File: src/rtl/control_unit_mc.sv
// rtl/control_unit_mc.sv - multi-cycle control unit: fetch/decode/execute/memory/writeback sequencer
module control_unit_mc #(
    parameter int ALU_CTRL_W = 3,
    parameter int IMM_SRC_W  = 2,
    parameter int FLAG_W     = 4,
    parameter int TIMEOUT    = 16
) (
    input  logic                  clk,
    input  logic                  rst_n,
    input  logic [1:0]            tipo,
    input  logic [1:0]            op,
    input  logic                  Inm,
    input  logic [FLAG_W-1:0]     alu_flags,
    input  logic                  mem_ready,
    output logic                  mem_req,
    output logic                  mem_we,
    output logic                  AdrSrc,
    output logic                  IRWrite,
    output logic                  PCWrite,
    output logic                  RegWrite,
    output logic                  ALUSrc,
    output logic                  MemWrite,
    output logic                  ResultSrc,
    output logic                  Branch,
    output logic [IMM_SRC_W-1:0]  ImmSrc,
    output logic [ALU_CTRL_W-1:0] ALUControl,
    output logic [FLAG_W-1:0]     flags_q,
    output logic                  illegal,
    output logic                  mem_timeout,
    output logic [3:0]            state_o
);
    typedef enum logic [3:0] {
        S_IDLE   = 4'd0,
        S_FETCH  = 4'd1,
        S_DECODE = 4'd2,
        S_EXEC   = 4'd3,
        S_MEMADR = 4'd4,
        S_MEMRD  = 4'd5,
        S_MEMWR  = 4'd6,
        S_WB     = 4'd7,
        S_BRANCH = 4'd8
    } state_t;

    typedef enum logic [2:0] {
        C_ARITH, C_CMP, C_LDR, C_STR, C_BR, C_ILL
    } cls_t;

    localparam int CNT_W = $clog2(TIMEOUT + 1);

    state_t          state;
    cls_t            cls_q;
    cls_t            cls_d;
    logic [1:0]      op_q;
    logic [CNT_W-1:0] wait_cnt;
    logic            timed_out;
    logic            mem_phase;
    logic            req;
    logic            done;
    logic            taken;
    logic [2:0]      alu3;
    logic [1:0]      imm2;

    assign timed_out = (wait_cnt == CNT_W'(TIMEOUT));
    assign mem_phase = (state == S_FETCH) || (state == S_MEMRD) || (state == S_MEMWR);
    // A timed-out request is withdrawn for the cycle that returns to FETCH.
    assign req       = mem_phase && !timed_out;
    assign done      = req && mem_ready;
    assign state_o   = state;

    always_comb begin
        cls_d = C_ILL;
        unique case (tipo)
            2'b00:   cls_d = C_ARITH;
            2'b01:   cls_d = (op == 2'b01) ? C_LDR : (op == 2'b10) ? C_STR : C_ILL;
            2'b10:   cls_d = (op == 2'b10) ? C_CMP : C_BR;
            default: cls_d = C_ILL;
        endcase
    end

    always_comb begin
        taken = 1'b0;
        unique case (op_q)
            2'b00:   taken = 1'b1;
            2'b01:   taken = flags_q[FLAG_W-2];
            2'b11:   taken = !flags_q[FLAG_W-2];
            default: taken = 1'b0;
        endcase
    end

    always_ff @(posedge clk or negedge rst_n) begin
        if (!rst_n) begin
            state       <= S_IDLE;
            cls_q       <= C_ARITH;
            op_q        <= 2'b00;
            wait_cnt    <= '0;
            flags_q     <= '0;
            illegal     <= 1'b0;
            mem_timeout <= 1'b0;
        end else begin
            wait_cnt <= (req && !mem_ready) ? wait_cnt + 1'b1 : '0;
            unique case (state)
                S_IDLE: state <= S_FETCH;
                S_FETCH: begin
                    if (timed_out) begin
                        mem_timeout <= 1'b1;
                        state       <= S_FETCH;
                    end else if (mem_ready) begin
                        state <= S_DECODE;
                    end
                end
                S_DECODE: begin
                    cls_q <= cls_d;
                    op_q  <= op;
                    unique case (cls_d)
                        C_ARITH, C_CMP: state <= S_EXEC;
                        C_LDR, C_STR:   state <= S_MEMADR;
                        C_BR:           state <= S_BRANCH;
                        default: begin
                            illegal <= 1'b1;
                            state   <= S_FETCH;
                        end
                    endcase
                end
                S_EXEC: begin
                    if (cls_q == C_CMP) begin
                        flags_q <= alu_flags;
                        state   <= S_FETCH;
                    end else begin
                        state <= S_WB;
                    end
                end
                S_MEMADR: state <= (cls_q == C_LDR) ? S_MEMRD : S_MEMWR;
                S_MEMRD: begin
                    if (timed_out) begin
                        mem_timeout <= 1'b1;
                        state       <= S_FETCH;
                    end else if (mem_ready) begin
                        state <= S_WB;
                    end
                end
                S_MEMWR: begin
                    if (timed_out) begin
                        mem_timeout <= 1'b1;
                        state       <= S_FETCH;
                    end else if (mem_ready) begin
                        state <= S_FETCH;
                    end
                end
                S_WB:     state <= S_FETCH;
                S_BRANCH: state <= S_FETCH;
                default:  state <= S_IDLE;
            endcase
        end
    end

    always_comb begin
        mem_req   = 1'b0;
        mem_we    = 1'b0;
        AdrSrc    = 1'b0;
        IRWrite   = 1'b0;
        PCWrite   = 1'b0;
        RegWrite  = 1'b0;
        ALUSrc    = 1'b0;
        MemWrite  = 1'b0;
        ResultSrc = 1'b0;
        Branch    = 1'b0;
        imm2      = 2'b00;
        alu3      = 3'b000;
        unique case (state)
            S_FETCH: begin
                mem_req = req;
                IRWrite = done;
                PCWrite = done;
            end
            S_EXEC: begin
                alu3   = (cls_q == C_CMP) ? 3'b001 : {1'b0, op_q};
                ALUSrc = Inm;
            end
            S_WB: begin
                RegWrite  = 1'b1;
                ResultSrc = (cls_q == C_LDR);
            end
            S_MEMADR: begin
                ALUSrc = 1'b1;
                imm2   = 2'b01;
            end
            S_MEMRD: begin
                mem_req = req;
                AdrSrc  = 1'b1;
            end
            S_MEMWR: begin
                mem_req  = req;
                mem_we   = req;
                MemWrite = req;
                AdrSrc   = 1'b1;
            end
            S_BRANCH: begin
                Branch  = 1'b1;
                imm2    = 2'b10;
                ALUSrc  = 1'b1;
                PCWrite = taken;
            end
            default: ;
        endcase
    end

    assign ImmSrc     = IMM_SRC_W'(imm2);
    assign ALUControl = ALU_CTRL_W'(alu3);
endmodule

File: config.mk
export PLATFORM = sky130hd
export DESIGN_NAME = control_unit_mc
export DESIGN_NICKNAME = d
export VERILOG_FILES = /design/src/rtl/control_unit_mc.sv
export SDC_FILE = /design/constraint.sdc
export NUM_CORES = 1
export LEC_CHECK = 0
export ABC_AREA = 1
export BUFFER_PORTS_ARGS = -buffer_cell sky130_fd_sc_hd__buf_2
export CAP_MARGIN = 20
export CELL_PAD_IN_SITES_DETAIL_PLACEMENT = 2
export CELL_PAD_IN_SITES_GLOBAL_PLACEMENT = 2
export CORE_MARGIN = 4
export CORE_UTILIZATION = 25
export DETAILED_ROUTE_END_ITERATION = 10
export PLACE_DENSITY_LB_ADDON = 0.1
export SLEW_MARGIN = 20
export SYNTH_ARGS = -nofsm -noshare
export SYNTH_HDL_FRONTEND = slang
export SYNTH_SLANG_ARGS = --single-unit
export TNS_END_PERCENT = 5
File: constraint.sdc
create_clock -name clk -period 1.28 [get_ports clk]
set_input_delay 0.256 -clock clk [delete_from_list [all_inputs] [get_ports clk]]
set_output_delay 0.256 -clock clk [all_outputs]
set_load 0.01 [all_outputs]
==> flow_summary.ini <==
[cts]
numCtsBuffers = 3
insertion_delay_ns = 0.26
clock-sinks = 20
htreeDepth = 1
cts_buffer_depth = 2
cts-root-buf = clkbuf_8
cts_tree = done
clk_pin_slew_worst_paths_ns = 0.08

[route]
routed_wl_um = 4390
ant_nets = 0
drc = 0
via_per_inst = 4.30
drtIter0Drc = 13
vias = 1389
post_drt_wl_per_cell_um = 13.6
first_pass_iters = 3

[sta]
rsz0062_at_grt = true
fin_worst_skew_ns = 0.00355
drv_slew = 0
tightest_slew_ns = 0.521
finalCritPeriodShare_pct = 138
setup-tns-final_ns = -5.81
fin_crit_ns = 1.76
setup_slack_ns = -0.482
hold_viol = 0
slew_headroom_pct = 65.3
setup_violations = 26
fmaxAchievable_ghz = 0.567

[critical_path]
regToRegEndpoint = state_o[1]
critPathCaptureType = primary output
critPathLaunchType = flop
required_ns = 1.02
crit_arrival_ns = 1.51
reg2reg_depth = 15
criticalPathCategory = reg2out
path_max_fanout = 2
worstReg2RegStart = wait_cnt[1]
r2r_setup_slack_ns = -0.42

[worst_hold_path]
hp-class = in2reg
whs_path_depth = 3
worstHoldStart = alu_flags[2]
hold_path_end = flags_q[2]

[global_routing]
grt_max_degree = 21
grt_first_pass_wirelength_um = 7350
antenna_found_initial = 0
grt_usage_pct = 14.8
grt_overflow = 0
grt_pass1_vias = 1570

[synthesis]
ys_seq_elements = 20
syn_inst = 178
ys_types = 29
synth_ff_type = dfrtp_1
syn_area_per_cell_um2 = 7.15
seq_area_frac_synth_pct = 39.3
synth_nets = 195
synth-edff-count = 0
yosysTopAreaCell = dfrtp_1
synth_top_area_share_pct = 39.3
postSynth.asyncResetShare_pct = 100
yosysWarnings = 0
synth.area.top_cells = dfrtp_1 (39%), nand2_1 (15%), nor2_1 (9.4%), inv_1 (7.4%), ha_1 (4.9%)
netlist_area_mm2 = 0.00127

[final_layout]
finalNonFillerCells = 323
layout-drive-gt1-share_pct = 51.6
mostFrequentLayoutCells = nand2_1 (38), buf_4 (37), buf_2 (34), inv_1 (22), nor2_1 (22)
fin_area_mm2 = 0.00205
area_growth_pct = 61.3
diodes = 0
final_common_cell = nand2_1
final_util_pct = 42.6
finalNetCount = 274

[die]
core-area_mm2 = 0.00482
start_util_pct = 26.4
die_h_um = 79.3
row_count = 25
die-area_mm2 = 0.00630
io_pins = 37
die_w_um = 79.3

[place]
gp_congestion = 0.826
place_hpwl_um = 3490
place_inst = 311
io_buffer_count = 35
dpl_cell_area_mm2 = 0.00183

[outcome]
status = complete, but fails checks
violations = setup timing

[power]
power_per_cell_area_mw_per_mm2 = 2060
ir_worst_vdd_uv = 546
p_leak_uw = 0.00112

[flow_run]
maxCapViolCount = 0
[metrics by stage]
stage | hold WS, ns | setup WS (ns) | power [µW]
floorplan | -0.0396 | -0.103 | 2360
global placement | 0.239 | -0.204 | 3300
detailed placement | 0.265 | -0.240 | 3420
CTS | 0.242 | -0.468 | 4090
global route | 0.248 | -0.565 | 4660
finish | 0.243 | -0.482 | 4230
[what timing repair did]
item	in CTS	in global routing
endpoints found under the hold margin	20	0
endpoints found under the setup margin	33	34
resized for setup	16	18
hold buffers	1	0
pin swaps	2	9
buffers inserted	5	2
[power by group]
group	leakage, µW	switching (µW)	internal (µW)
Sequential	0.000249	241	872
Clock	0.0000228	214	221
Combinational	0.000853	1440	1230
Total	0.00112	1900	2330
[per-layer routing]
metal	track usage, %	part of all wire (%)	up-vias	routed length, µm
li1	-	-	690	-
met1	17.5	42	669	1830
met2	27.9	54	26	2360
met3	1.93	3.1	4	135
met4	4.12	1.4	0	62
met5	0	0	-	0
[worst max path at each step]
stage | start | endpoint
after floorplan | wait_cnt[0] | PCWrite
after global placement | state_o[3] | PCWrite
after detailed placement | op[0] | state_o[0]
after CTS | wait_cnt[0] | PCWrite
after global routing | wait_cnt[0] | PCWrite
final | wait_cnt[1] | PCWrite
[worst max-delay path, stage by stage, from the launching register on]
cell and delay [ns]:
dfrtp_1 0.39, inv_1 0.06, ha_2 0.17, nand2_2 0.06, inv_2 0.05, nand2_2 0.06, nand2_2 0.10, nor2_4 0.04
a31o_4 0.21, buf_6 0.12
[synthesized netlist by cell type, drive strengths merged (2+ instances only)]
cell	count
nand2	53
nor2	34
inv	29
dfrtp	20
o21ai	14
ha	5
nand3	5
buf	4
a21o	2
nor3	2
or2	2
[flip-flops by register name, indices dropped and copies added, names as in the netlist]
register	count
cls_q	3
flags_q	4
illegal	1
mem_timeout	1
op_q	2
state_o	4
wait_cnt	5
[cells by family after synthesis]
| logic type | after synthesis | share of synthesized area (%) |
|---|---|---|
| AOI/OAI and AO/OA | 19 | 9.73 |
| buffers and inverters | 34 | 11.9 |
| xor gates and xnor gates | 2 | 1.38 |
| adders and majority gates | 5 | 4.92 |
| and+or+nand+nor | 97 | 32.4 |
| DFF | 20 | 39.3 |
| other | 1 | 0.295 |
[cell type report]
type | count | area [µm²]
clock buffers | 4 | 45.0
fillers | 594 | 2770
inverters | 30 | 116
multi-input cells | 124 | 767
flip-flops and latches | 20 | 505
well taps | 67 | 83.8
repair buffers | 78 | 534
Note: power is estimated with default switching activity, not from simulation.
